### config.mk
export PLATFORM = sky130hd
export DESIGN_NAME = ahb_bus_arbiter
export DESIGN_NICKNAME = d
export VERILOG_FILES = /design/src/rtl/ahb_bus_arbiter.sv
export SDC_FILE = /design/constraint.sdc
export NUM_CORES = 1
export LEC_CHECK = 0
export ABC_AREA = 1
export CAP_MARGIN = 20
export CORE_ASPECT_RATIO = 0.5
export CORE_MARGIN = 2
export CORE_UTILIZATION = 50
export CTS_CLUSTER_SIZE = 40
export DETAILED_ROUTE_END_ITERATION = 7
export HOLD_SLACK_MARGIN = 0.02
export PLACE_DENSITY = 0.82
export REMOVE_ABC_BUFFERS = 1
export SLEW_MARGIN = 25
export SYNTH_ARGS = -nofsm -noshare
export SYNTH_HDL_FRONTEND = slang
export SYNTH_HIERARCHICAL = 1
export SYNTH_SLANG_ARGS = --single-unit
### constraint.sdc
create_clock -name ahb_clk_in -period 2.05 [get_ports ahb_clk_in]
set_input_delay 0.3075 -clock ahb_clk_in [delete_from_list [all_inputs] [get_ports ahb_clk_in]]
set_output_delay 0.3075 -clock ahb_clk_in [all_outputs]
set_load 0.005 [all_outputs]
### src/rtl/ahb_bus_arbiter.sv
// Round-robin AHB arbiter that keeps fixed-length bursts and locked sequences intact,
// and tracks which master owns the address and data phases for the bus mux.
module ahb_bus_arbiter #(
  parameter int AHB_MASTER_NUM     = 4,
  parameter int AHB_MASTER_IDX_W   = $clog2(AHB_MASTER_NUM),
  parameter int AHB_DEFAULT_MASTER = 0
) (
  input  logic                        ahb_clk_in,
  input  logic                        ahb_rstn_in,
  input  logic [AHB_MASTER_NUM-1:0]   ahb_busreq_in,
  input  logic [AHB_MASTER_NUM-1:0]   ahb_lock_in,
  input  logic [1:0]                  ahb_trans_in,
  input  logic [2:0]                  ahb_burst_in,
  input  logic                        ahb_ready_in,
  output logic [AHB_MASTER_NUM-1:0]   ahb_grant_out,
  output logic [AHB_MASTER_IDX_W-1:0] ahb_master_out,
  output logic [AHB_MASTER_IDX_W-1:0] ahb_data_master_out,
  output logic                        ahb_mastlock_out
);
  localparam int N = AHB_MASTER_NUM;
  localparam int W = AHB_MASTER_IDX_W;

  localparam logic [1:0] TRANS_IDLE   = 2'd0;
  localparam logic [1:0] TRANS_BUSY   = 2'd1;
  localparam logic [1:0] TRANS_NONSEQ = 2'd2;
  localparam logic [1:0] TRANS_SEQ    = 2'd3;

  localparam logic [W-1:0] DEF_IDX   = W'(AHB_DEFAULT_MASTER);
  localparam logic [N-1:0] DEF_GRANT = {{(N-1){1'b0}}, 1'b1} << AHB_DEFAULT_MASTER;

  typedef enum logic [2:0] {
    ARB_IDLE      = 3'd0,
    ARB_GRANT     = 3'd1,
    ARB_BURST     = 3'd2,
    ARB_LOCK      = 3'd3,
    ARB_LOCK_LAST = 3'd4
  } arb_state_t;

  function automatic logic [N-1:0] idx_to_onehot(input logic [W-1:0] idx);
    logic [N-1:0] r;
    r      = {N{1'b0}};
    r[idx] = 1'b1;
    return r;
  endfunction

  function automatic logic [W-1:0] onehot_to_idx(input logic [N-1:0] oh);
    logic [W-1:0] r;
    r = {W{1'b0}};
    for (int i = 0; i < N; i++) begin
      if (oh[i]) r = W'(i);
      else       r = r;
    end
    return r;
  endfunction

  // Scan from the farthest candidate back to ptr+1 so the nearest requester wins.
  // MSB of the result flags that any requester was found.
  function automatic logic [W:0] rr_pick(input logic [N-1:0] req, input logic [W-1:0] ptr);
    logic [W:0]   r;
    logic [W-1:0] idx;
    r = {1'b0, DEF_IDX};
    for (int i = N; i >= 1; i--) begin
      idx = W'((int'(ptr) + i) % N);
      if (req[idx]) r = {1'b1, idx};
      else          r = r;
    end
    return r;
  endfunction

  // Remaining SEQ beats after the NONSEQ beat, minus the final one.
  function automatic logic [3:0] burst_beats(input logic [2:0] burst);
    logic [3:0] r;
    case (burst)
      3'd2, 3'd3: r = 4'd2;
      3'd4, 3'd5: r = 4'd6;
      3'd6, 3'd7: r = 4'd14;
      default:    r = 4'd0;
    endcase
    return r;
  endfunction

  arb_state_t   state_r, state_nxt_s;
  logic [3:0]   cnt_r, cnt_nxt_s;
  logic [W-1:0] ptr_r, ptr_nxt_s;
  logic [N-1:0] grant_r, grant_nxt_s;
  logic [W-1:0] master_r, data_master_r;
  logic         mastlock_r, mastlock_nxt_s;
  logic         arb_en_s;
  logic [W-1:0] grant_idx_s;
  logic         owner_req_s, owner_lock_s, any_req_s;
  logic [W:0]   pick_s;

  assign grant_idx_s  = onehot_to_idx(grant_r);
  assign owner_req_s  = ahb_busreq_in[grant_idx_s];
  assign owner_lock_s = ahb_lock_in[grant_idx_s];
  assign any_req_s    = |ahb_busreq_in;

  // Next state, beat counter, mastlock and arbitration enable
  always_comb begin
    state_nxt_s    = state_r;
    cnt_nxt_s      = cnt_r;
    mastlock_nxt_s = mastlock_r;
    arb_en_s       = 1'b0;
    case (state_r)
      ARB_IDLE, ARB_GRANT: begin
        if (owner_lock_s && (ahb_trans_in != TRANS_IDLE)) begin
          // Lock is checked first so a locked burst is tracked as a lock.
          state_nxt_s    = ARB_LOCK;
          cnt_nxt_s      = 4'd0;
          mastlock_nxt_s = 1'b1;
        end else if ((ahb_trans_in == TRANS_NONSEQ) && (ahb_burst_in >= 3'd2)) begin
          state_nxt_s    = ARB_BURST;
          cnt_nxt_s      = burst_beats(ahb_burst_in);
          mastlock_nxt_s = 1'b0;
        end else if (((ahb_trans_in == TRANS_SEQ) || (ahb_trans_in == TRANS_BUSY)) && owner_req_s) begin
          // Undefined-length INCR continuing: owner keeps the bus.
          state_nxt_s    = ARB_GRANT;
          mastlock_nxt_s = 1'b0;
        end else begin
          state_nxt_s    = any_req_s ? ARB_GRANT : ARB_IDLE;
          mastlock_nxt_s = 1'b0;
          arb_en_s       = 1'b1;
        end
      end
      ARB_BURST: begin
        mastlock_nxt_s = 1'b0;
        if (ahb_trans_in == TRANS_SEQ) begin
          if (cnt_r == 4'd0) begin
            if (owner_lock_s) begin
              state_nxt_s    = ARB_LOCK;
              mastlock_nxt_s = 1'b1;
            end else begin
              state_nxt_s = ARB_GRANT;
              arb_en_s    = 1'b1;
            end
          end else begin
            cnt_nxt_s = cnt_r - 4'd1;
          end
        end else if (ahb_trans_in == TRANS_BUSY) begin
          cnt_nxt_s = cnt_r;
        end else begin
          cnt_nxt_s   = 4'd0;
          state_nxt_s = ARB_GRANT;
          arb_en_s    = 1'b1;
        end
      end
      ARB_LOCK: begin
        mastlock_nxt_s = 1'b1;
        if (owner_lock_s) state_nxt_s = ARB_LOCK;
        else              state_nxt_s = ARB_LOCK_LAST;
      end
      ARB_LOCK_LAST: begin
        mastlock_nxt_s = 1'b0;
        state_nxt_s    = ARB_GRANT;
        arb_en_s       = 1'b1;
      end
      default: begin
        state_nxt_s    = ARB_IDLE;
        cnt_nxt_s      = 4'd0;
        mastlock_nxt_s = 1'b0;
        arb_en_s       = 1'b1;
      end
    endcase
  end

  // Round-robin grant selection; pointer moves only when the grant changes
  always_comb begin
    pick_s      = rr_pick(ahb_busreq_in, ptr_r);
    grant_nxt_s = grant_r;
    ptr_nxt_s   = ptr_r;
    if (arb_en_s) begin
      if (pick_s[W]) begin
        grant_nxt_s = idx_to_onehot(pick_s[W-1:0]);
        if (pick_s[W-1:0] != grant_idx_s) ptr_nxt_s = pick_s[W-1:0];
        else                               ptr_nxt_s = ptr_r;
      end else begin
        grant_nxt_s = DEF_GRANT;
        ptr_nxt_s   = ptr_r;
      end
    end else begin
      grant_nxt_s = grant_r;
      ptr_nxt_s   = ptr_r;
    end
  end

  // All state and outputs advance only on HREADY; reset wins immediately
  always_ff @(posedge ahb_clk_in) begin
    if (!ahb_rstn_in) begin
      state_r       <= ARB_IDLE;
      cnt_r         <= 4'd0;
      ptr_r         <= DEF_IDX;
      grant_r       <= DEF_GRANT;
      master_r      <= DEF_IDX;
      data_master_r <= DEF_IDX;
      mastlock_r    <= 1'b0;
    end else if (ahb_ready_in) begin
      state_r       <= state_nxt_s;
      cnt_r         <= cnt_nxt_s;
      ptr_r         <= ptr_nxt_s;
      grant_r       <= grant_nxt_s;
      master_r      <= grant_idx_s;
      data_master_r <= master_r;
      mastlock_r    <= mastlock_nxt_s;
    end
  end

  assign ahb_grant_out       = grant_r;
  assign ahb_master_out      = master_r;
  assign ahb_data_master_out = data_master_r;
  assign ahb_mastlock_out    = mastlock_r;

  ahb_bus_arbiter_chk #(
    .N (N),
    .W (W)
  ) u_chk (
    .clk         (ahb_clk_in),
    .rstn        (ahb_rstn_in),
    .ready       (ahb_ready_in),
    .grant       (grant_r),
    .master      (master_r),
    .data_master (data_master_r),
    .mastlock    (mastlock_r)
  );
endmodule

// Structural invariants: grant stays one-hot out of reset and nothing moves in a wait state.
module ahb_bus_arbiter_chk #(
  parameter int N = 4,
  parameter int W = 2
) (
  input logic         clk,
  input logic         rstn,
  input logic         ready,
  input logic [N-1:0] grant,
  input logic [W-1:0] master,
  input logic [W-1:0] data_master,
  input logic         mastlock
);
  a_grant_onehot: assert property (@(posedge clk) rstn |-> $onehot(grant));

  a_wait_hold: assert property (@(posedge clk) (rstn && !ready) |=>
    ($stable(grant) && $stable(master) && $stable(data_master) && $stable(mastlock)));
endmodule

==> metrics, run 1 <==
outcome finished, final reports clean; post-CTS sizing 0; largest net degree at the start of global routing 11; Congestion Overflow GR 0; setup TNS 0 ns; die width 78.54 um; most used cell, CP nor2_1; worst reg2reg startpoint cnt_r[0]; CORE AREA 2619 um2; number of synthesized register bits 18; All-Layer GR Usage 19.93%; Reg2Reg Depth 11; Mapped Avg Cell Area 6.065 um2; CTS tree done; Starting Density 53.03%; R2R Setup Slk 0.17 ns; Least-Margin Pin Slew 0.3639 ns; Design Area, Final 1723 um2; Post-DP Area 1668 um2; synth unique cells 30; row cnt 13; # nets final 274; drt via density 5.034; clock-pin slew on the worst setup and hold paths 0.07 ns; vias in the first global route 1179; WL per Instance 10.79 um; hold path endpoint ahb_mastlock_out; IO buf count 23; fin cells 293; ANT cells 0; Max Root-Sink Buffers 2; pwr dens 1335 nW/um2; H-tree depth 1; Worst Setup Start Kind register; pins over their slew limit 0; gpl congestion 0.8581; RR Endpoint ptr_r[1]; hold buffers post-CTS 0; DR pass1 iterations 4; Max Clock Skew 0.003901 ns; CP max stage delay 0.32 ns; DP Worst Slack 0.06496 ns; final setup violation count 0; Slew HR 75.71%; unrepaired setup endpoints after global routing false; Syn Inst Count 229; worst-path fanout max 7; worst-path cell chain inv_1, ha_1, nand2_1, nor2_1, nor2_1, nor2_1, a21oi_1, a21oi_4, nand3_2, nor2_1, nor2_2; Min Clock Period, post-route 1.880 ns; Layout area overhead 24.05%; share of layout cells above drive strength 1 16.02%; FMAX 531.8 MHz; Max Cap Violations 0; crit path DAT 2.03 ns; initial antenna violation count 0; Post-Syn Area 1389 um2; Final Hold Fails 0; Leakage 0.8312 nW; initial DRC count 88; Crit. End Element register; first-pass GRT wire length 4878 um; # DRC 0; sequential share of the synthesized area 25.95%; ANT nets after route 0; TritonCTS buffer count 3; CTS sink cnt 18; CP Class register to register; Die ar. 3241 um2; Hold WC Path Type register to register; Worst Path Required 2.20 ns; Die Height 41.27 um; Ys Warns 6; Detailed Place HPWL 2579 um; Period Utilization, post-route 91.72%; Slowest-stage cell, CP dfxtp_1; Placed Cells 289; clk_lat worst skew 0.25 ns; Core Util, Final 65.79%; Hold Slack 0.4779 ns; CTS root buffer clkbuf_8; worst setup margin 0.1697 ns; hold depth 2; total power draw 2.300 mW; setup bufs post-CTS 0; total number of vias 1475; DRT Wirelength 3162 um; Hold Crit Start ahb_mastlock_out; maximum VDD drop 672.8 uV; I/O pin cnt 25
## worst max path at each step
stage / start / end / slack, ns
after floorplan: cnt_r[0] / ptr_r[1] / 0.46
after global placement: ahb_busreq_in[1] / ptr_r[0] / 0.1
after detailed placement: ahb_busreq_in[1] / ptr_r[0] / 0.06
after CTS: cnt_r[0] / ptr_r[1] / 0.19
after global routing: cnt_r[0] / ptr_r[1] / 0.07
final: cnt_r[0] / ptr_r[1] / 0.17
## final cells by class
type | count | area (um2)
Clock buffer | 4 | 55.05
Fill cell | 235 | 895.9
Inverter | 35 | 136.4
Multi-Input combinational cell | 173 | 872.1
Sequential cell | 18 | 360.3
Tap cell | 37 | 46.29
Timing Repair Buffer | 26 | 252.7
## state kept, by name, indices dropped and copies added, names as in the netlist
signal               count
ahb_grant_out            4
ahb_data_master_out      2
cnt_r                    4
state_r                  3
ahb_master_out           2
ptr_r                    2
ahb_mastlock_out         1
## layout by cell type, fill, tap and decap left out, drive strengths merged
cell type	count
xnor2	1
o31ai	1
ha	1
inv	34
nand2	77
a21oi	16
nor2	34
clkbuf	4
o21ai	14
o211ai	1
clkinv	1
nor3	3
a211oi	2
clkdlybuf4s50	23
nand3	17
nand4	5
buf	3
xor2	1
dfxtp	18
## cell usage after synthesis
cell type	number	area, um2
nand2_1	63	236.5
nor2_1	27	101.4
inv_1	26	97.59
dfxtp_1	18	360.4
a21oi_1	15	75.07
nand3_1	15	75.07
nand2_2	11	68.82
o21ai_0	10	50.05
inv_2	7	26.28
nor2_2	6	37.54
nand4_1	4	25.02
o21ai_1	4	20.02
nand2_4	3	33.78
a211oi_1	2	15.01
nand3_2	2	20.02
nor3_1	2	10.01
a21oi_4	1	16.27
buf_2	1	5.000
buf_6	1	11.26
clkbuf_1	1	3.750
clkinv_1	1	3.750
ha_1	1	12.51
inv_6	1	8.760
nand4_4	1	21.27
nor2_4	1	11.26
nor3_2	1	10.01
o211ai_1	1	7.510
o31ai_1	1	7.510
xnor2_1	1	8.760
xor2_1	1	8.760
## power breakdown
group          internal (mW)  leakage, nW  switching (mW)
combinational          0.552        0.654           0.918
clock                  0.171       0.0288           0.117
sequential             0.441        0.148           0.102
## per-layer routing
| layer | vias to the layer above | global-route usage, % | part of all wire, % |
|---|---|---|---|
| met4 | 0 | 2.632 | 0.28 |
| met5 | - | 0 | 0 |
| met2 | 32 | 39.10 | 48 |
| met3 | 2 | 4.846 | 5.6 |
| li1 | 777 | - | - |
| met1 | 664 | 23.81 | 46 |
## worst max-delay path, delay by kind of cell, from the launching register on
family	cells	cell delay, ns
and+or+nand+nor	7	0.81
DFF	1	0.32
adders and majority gates	1	0.19
buffers and inverters	1	0.08
AOI/OAI and AO/OA	2	0.37
## kinds of logic (layout without fill, tap and decap cells)
kind of cell    count (synthesis)  count (layout)  share of synthesized area [%]
xor+xnor                        2               2                          1.261
flops                          18              18                          25.95
buf+inv                        38              65                          11.26
fa+ha+maj                       1               1                         0.9008
simple gates                  136             136                          46.85
compound gates                 34              34                          13.78
No activity file was read; power rests on OpenSTA's default activity.
==> run 2, diff against run 1 <==
--- a/config.mk
+++ b/config.mk
@@ -12,6 +12,7 @@
 export CORE_UTILIZATION = 50
 export CTS_CLUSTER_SIZE = 40
 export DETAILED_ROUTE_END_ITERATION = 7
+export GPL_TIMING_DRIVEN = 0
 export HOLD_SLACK_MARGIN = 0.02
 export PLACE_DENSITY = 0.82
 export REMOVE_ABC_BUFFERS = 1
@@ -20,3 +21,4 @@
 export SYNTH_HDL_FRONTEND = slang
 export SYNTH_HIERARCHICAL = 1
 export SYNTH_SLANG_ARGS = --single-unit
+export TNS_END_PERCENT = 30
==> metrics, run 2 (synthesis results as in run 1) <==
DRT Wirelength 3089 um (-2.3%); CTS sink cnt 18 (unchanged); CTS tree done; Hold WC Path Type register to register; Max Cap Violations 0 (unchanged); All-Layer GR Usage 19.67% (-0.26 points); CTS root buffer clkbuf_8; WL per Instance 10.65 um (-1.3%); # nets final 271 (-1.1%); Setup crit start cnt_r[0]; Final Hold Fails 0 (unchanged); I/O pin cnt 25 (unchanged); vias in the first global route 1143 (-3.1%); crit path DAT 1.99 ns (-0.04 ns); hold buffers post-CTS 0 (unchanged); Hold Slack 0.4738 ns (-0.004054 ns); Worst Path Required 2.21 ns (about the same); CP Class register to register; largest net degree at the start of global routing 14 (+3); Worst Setup Start Kind register; worst-path fanout max 7 (unchanged); first-pass GRT wire length 4788 um (-1.8%); share of layout cells above drive strength 1 15.02% (-1.0 points); Max Clock Skew 0.001190 ns (-0.002711 ns); footprint of the multi-input gates 872.1 um2 (unchanged); Min Clock Period, post-route 1.831 ns (-0.04973 ns); Die Height 41.27 um (unchanged); final setup violation count 0 (unchanged); most frequent cells in the layout 63 x nand2_1, 27 x nor2_1, 26 x inv_1; post-CTS sizing 0 (unchanged); ANT cells 0 (unchanged); initial DRC count 78 (-11%); Critical path destination ptr_r[1]; clk_lat worst skew 0.26 ns (about the same); pins over their slew limit 0 (unchanged); Register Area 360.3 um2 (unchanged); Max Root-Sink Buffers 2 (unchanged); Starting Density 53.03% (unchanged); maximum VDD drop 743.9 uV (+11%); row cnt 13 (unchanged); ANT nets after route 0 (unchanged); Leakage 0.8172 nW (-1.7%); clock-pin slew on the worst setup and hold paths 0.07 ns (about the same); setup bufs post-CTS 0 (unchanged); total number of vias 1436 (-2.6%); outcome finished, final reports clean; RR Endpoint ptr_r[1]; DR pass1 iterations 4 (unchanged); unrepaired setup endpoints after global routing false; Layout fillers 246 (+4.7%); most common cell after layout, fill and taps aside nand2_1; Slew HR 72.77% (-2.9 points); # DRC 0 (unchanged); worst reg2reg startpoint cnt_r[0]; gpl congestion 0.9157 (+6.7%); Least-Margin Pin Slew 0.4072 ns (+0.04333 ns); TritonCTS buffer count 3 (unchanged); Period Utilization, post-route 89.29% (-2.4 points); Die ar. 3241 um2 (unchanged); die width 78.54 um (unchanged); Layout area overhead 22.43%; R2R Setup Slk 0.22 ns (+0.05 ns); initial antenna violation count 0 (unchanged); CORE AREA 2619 um2 (unchanged); IO buf count 23 (unchanged); FMAX 546.3 MHz (+2.7%); H-tree depth 1 (unchanged); pwr dens 1350 nW/um2 (+1.1%); drt via density 4.952 (-1.6%); Detailed Place HPWL 2493 um (-3.3%); setup TNS 0 ns (unchanged); Reg2Reg Depth 11 (unchanged); Congestion Overflow GR 0 (unchanged); Crit. End Element register
==> run 2: cell count changes in the layout (fill, tap and decap cells not counted) <==
cell / delta
buf_4: -3
==> run 2: worst min-delay path by stage <==
stage	from	endpoint	slack (ns)	depth (start not counted)
2_1_floorplan	ahb_rstn_in	ahb_grant_out[0]	0.39	1
3_3_place_gp	ahb_grant_out[0]	ahb_grant_out[0]	0.46	2
3_5_place_dp	ahb_grant_out[0]	ahb_grant_out[0]	0.46	2
4_1_cts	ahb_mastlock_out	ahb_mastlock_out	0.47	2
5_1_grt	ahb_mastlock_out	ahb_mastlock_out	0.49	2
6_report	ahb_mastlock_out	ahb_mastlock_out	0.47	2
==> run 2: metal layers <==
metal	vias to the layer above	GRT usage [%]	share of wire, %
met1	634	24.19	51
li1	772	-	-
met4	0	6.140	0.87
met3	5	5.066	3.8
met5	-	0	0
met2	25	35.47	44
==> run 2: layout make-up <==
type,count,share of cell area (%)
multi-input combinational,173,51.29
tap,37,2.723
timing repair buffer,23,13.54
clock buffer,4,3.238
inverter,35,8.021
sequential,18,21.19
==> run 2: per-stage QoR <==
| step | area [um2] | cells | power, mW | setup WS (ns) | util (%) |
|---|---|---|---|---|---|
| floorplan | 1369 | 226 | 1.663 | 0.4617 | - |
| detailed placement | 1645 | 286 | 2.002 | 0.03127 | 62.83 |
| CTS | 1700 | 290 | 2.299 | 0.2239 | 64.93 |
| global route | 1700 | 290 | 2.507 | 0.09547 | 64.93 |
| finish | 1700 | 290 | 2.295 | 0.2195 | 64.93 |
| global placement | 1645 | 286 | 1.960 | 0.07538 | 62.83 |
==> run 2: power breakdown <==
part / leakage, nW / switching [mW] / internal [mW]
logic: 0.640 / 0.914 / 0.546
clock network: 0.0288 / 0.123 / 0.171
registers: 0.148 / 0.100 / 0.441
==> run 2: worst max-delay path: stages, from the launching register on <==
cell	delay (ns)
dfxtp_1	0.32
inv_1	0.09
ha_1	0.19
nand2_1	0.06
nor2_1	0.21
nor2_1	0.06
nor2_1	0.12
a21oi_1	0.12
a21oi_4	0.25
nand3_2	0.13
nor2_1	0.14
nor2_2	0.05
==> run 3, diff against run 2 <==
--- a/config.mk
+++ b/config.mk
@@ -8,7 +8,7 @@
 export ABC_AREA = 1
 export CAP_MARGIN = 20
 export CORE_ASPECT_RATIO = 0.5
-export CORE_MARGIN = 2
+export CORE_MARGIN = 4
 export CORE_UTILIZATION = 50
 export CTS_CLUSTER_SIZE = 40
 export DETAILED_ROUTE_END_ITERATION = 7
==> metrics, run 3 (synthesis results as in run 1) <==
CP max stage delay 0.31 ns (about the same); Leakage 0.8174 nW (about the same); Layout area overhead 22.61%; CP Class register to register; Starting Density 53.03% (unchanged); Max Clock Skew 0.002958 ns (+0.001768 ns); Min Clock Period, post-route 1.798 ns (-0.03270 ns); unrepaired setup endpoints after global routing false; CTS sink cnt 18 (unchanged); Hold WC Path Type register to register; fin cells 290 (unchanged); Die Height 45.27 um (+9.7%); FMAX 556.2 MHz (+1.8%); pins over their slew limit 0 (unchanged); CTS root buffer clkbuf_8; pwr dens 1353 nW/um2 (+0.23%); most common cell after layout, fill and taps aside nand2_1; # DRC 0 (unchanged); Final Hold Fails 0 (unchanged); Max Cap Violations 0 (unchanged); # nets final 271 (unchanged); first-pass GRT wire length 5589 um (+17%); row cnt 13 (unchanged); gpl congestion 0.9678 (+5.7%); worst-path cell chain inv_1, ha_1, nand2_1, nor2_2, nor2_1, nor2_1, a21oi_1, a21oi_4, nand3_2, nor2_1, nor2_2; ANT nets after route 0 (unchanged); Least-Margin Pin Slew 0.4235 ns (+0.01630 ns); share of layout cells above drive strength 1 15.42% (+0.40 points); most frequent cells in the layout 63 x nand2_1, 26 x inv_1, 26 x nor2_1; DR pass1 iterations 4 (unchanged); Die ar. 3736 um2 (+15%); All-Layer GR Usage 19.18% (-0.49 points); initial antenna violation count 0 (unchanged); H-tree depth 1 (unchanged); Detailed Place HPWL 2540 um (+1.9%); ANT cells 0 (unchanged); clk_lat worst skew 0.26 ns (about the same); Period Utilization, post-route 87.70% (-1.6 points); I/O pin cnt 25 (unchanged); CTS tree done; total number of vias 1446 (+0.70%); Slew HR 71.68% (-1.1 points); DP Worst Slack 0.02523 ns (-0.006042 ns); TritonCTS buffer count 3 (unchanged); DRT Wirelength 3183 um (+3.0%); largest net degree at the start of global routing 14 (unchanged); crit path DAT 1.95 ns (-0.04 ns); most used cell, CP nor2_1; worst setup margin 0.2522 ns (+0.03270 ns); Max Root-Sink Buffers 2 (unchanged); Slowest-stage cell, CP dfxtp_1; Core Util, Final 65.03% (+0.096 points); hold buffers post-CTS 0 (unchanged); Worst Path Required 2.21 ns (about the same); Worst Setup Start Kind register; clock-pin slew on the worst setup and hold paths 0.07 ns (about the same); final setup violation count 0 (unchanged); die width 82.54 um (+5.1%); setup TNS 0 ns (unchanged); CORE AREA 2619 um2 (unchanged); worst-path fanout max 7 (unchanged); initial DRC count 53 (-32%); IO buf count 23 (unchanged); drt via density 4.986 (+0.70%); outcome finished, final reports clean; Congestion Overflow GR 0 (unchanged); Crit path max-delay family simple AND/OR/NAND/NOR gates; Crit. End Element register; Placed Cells 286 (unchanged); maximum VDD drop 850.7 uV (+14%); WL per Instance 10.98 um (+3.0%); CP Buf/Inv Count 1 (unchanged); vias in the first global route 1368 (+20%)
[run 3: cell count changes in the layout (fill, tap and decap cells not counted)]
cell,before,now
nor2_1,27,26
nor2_2,6,7
[run 3: per-layer routing]
metal	track usage [%]	share of wire, %	up-vias
met5	0	0	-
met1	24.46	47	650
met4	4.560	0.82	0
met3	3.586	4.4	4
li1	-	-	770
met2	33.92	48	22
[run 3: metrics by stage]
step           hold WS (ns)  instance area, um2  power [mW]
4_1_cts              0.4867                1700       2.310
2_1_floorplan        0.3922                1369       1.663
3_5_place_dp         0.4698                1645       2.006
5_1_grt              0.5155                1703       2.544
6_report             0.4784                1703       2.304
3_3_place_gp         0.4616                1645       1.961
[run 3: worst register-to-register path, cell delays in order (launching register included)]
cell and delay, ns:
dfxtp_1 0.31, inv_1 0.08, ha_1 0.19, nand2_1 0.07
nor2_2 0.16, nor2_1 0.06, nor2_1 0.13, a21oi_1 0.12
a21oi_4 0.25, nand3_2 0.12, nor2_1 0.14, nor2_2 0.05
[run 3: power breakdown]
group / switching (mW) / internal [mW] / total [mW]
clock network: 0.126 / 0.171 / 0.297
logic: 0.915 / 0.549 / 1.46
registers: 0.102 / 0.441 / 0.543
[run 3: area by class of cell]
type / instances / area (um2)
Fill cell: 250 / 915.9
Multi-Input combinational cell: 173 / 874.6
Sequential cell: 18 / 360.3
Timing Repair Buffer: 23 / 230.2
Inverter: 35 / 136.4
Clock buffer: 4 / 55.05
Tap cell: 37 / 46.29
[run 3: final timing paths]
| check | startpoint | end | slack, ns | cells past startpoint |
|---|---|---|---|---|
| setup / recovery | cnt_r[0] | ptr_r[1] | 0.25 | 11 |
| setup reg to reg | cnt_r[0] | ptr_r[1] | 0.25 | 11 |
| hold reg to reg | cnt_r[1] | cnt_r[1] | 0.48 | 2 |
| hold / removal | cnt_r[1] | cnt_r[1] | 0.48 | 2 |
[run 3: timing repair]
action | in CTS | in global routing
setup endpoints to repair | 0 | 2
gates resized for setup | 0 | 1
buffers inserted | 0 | 0
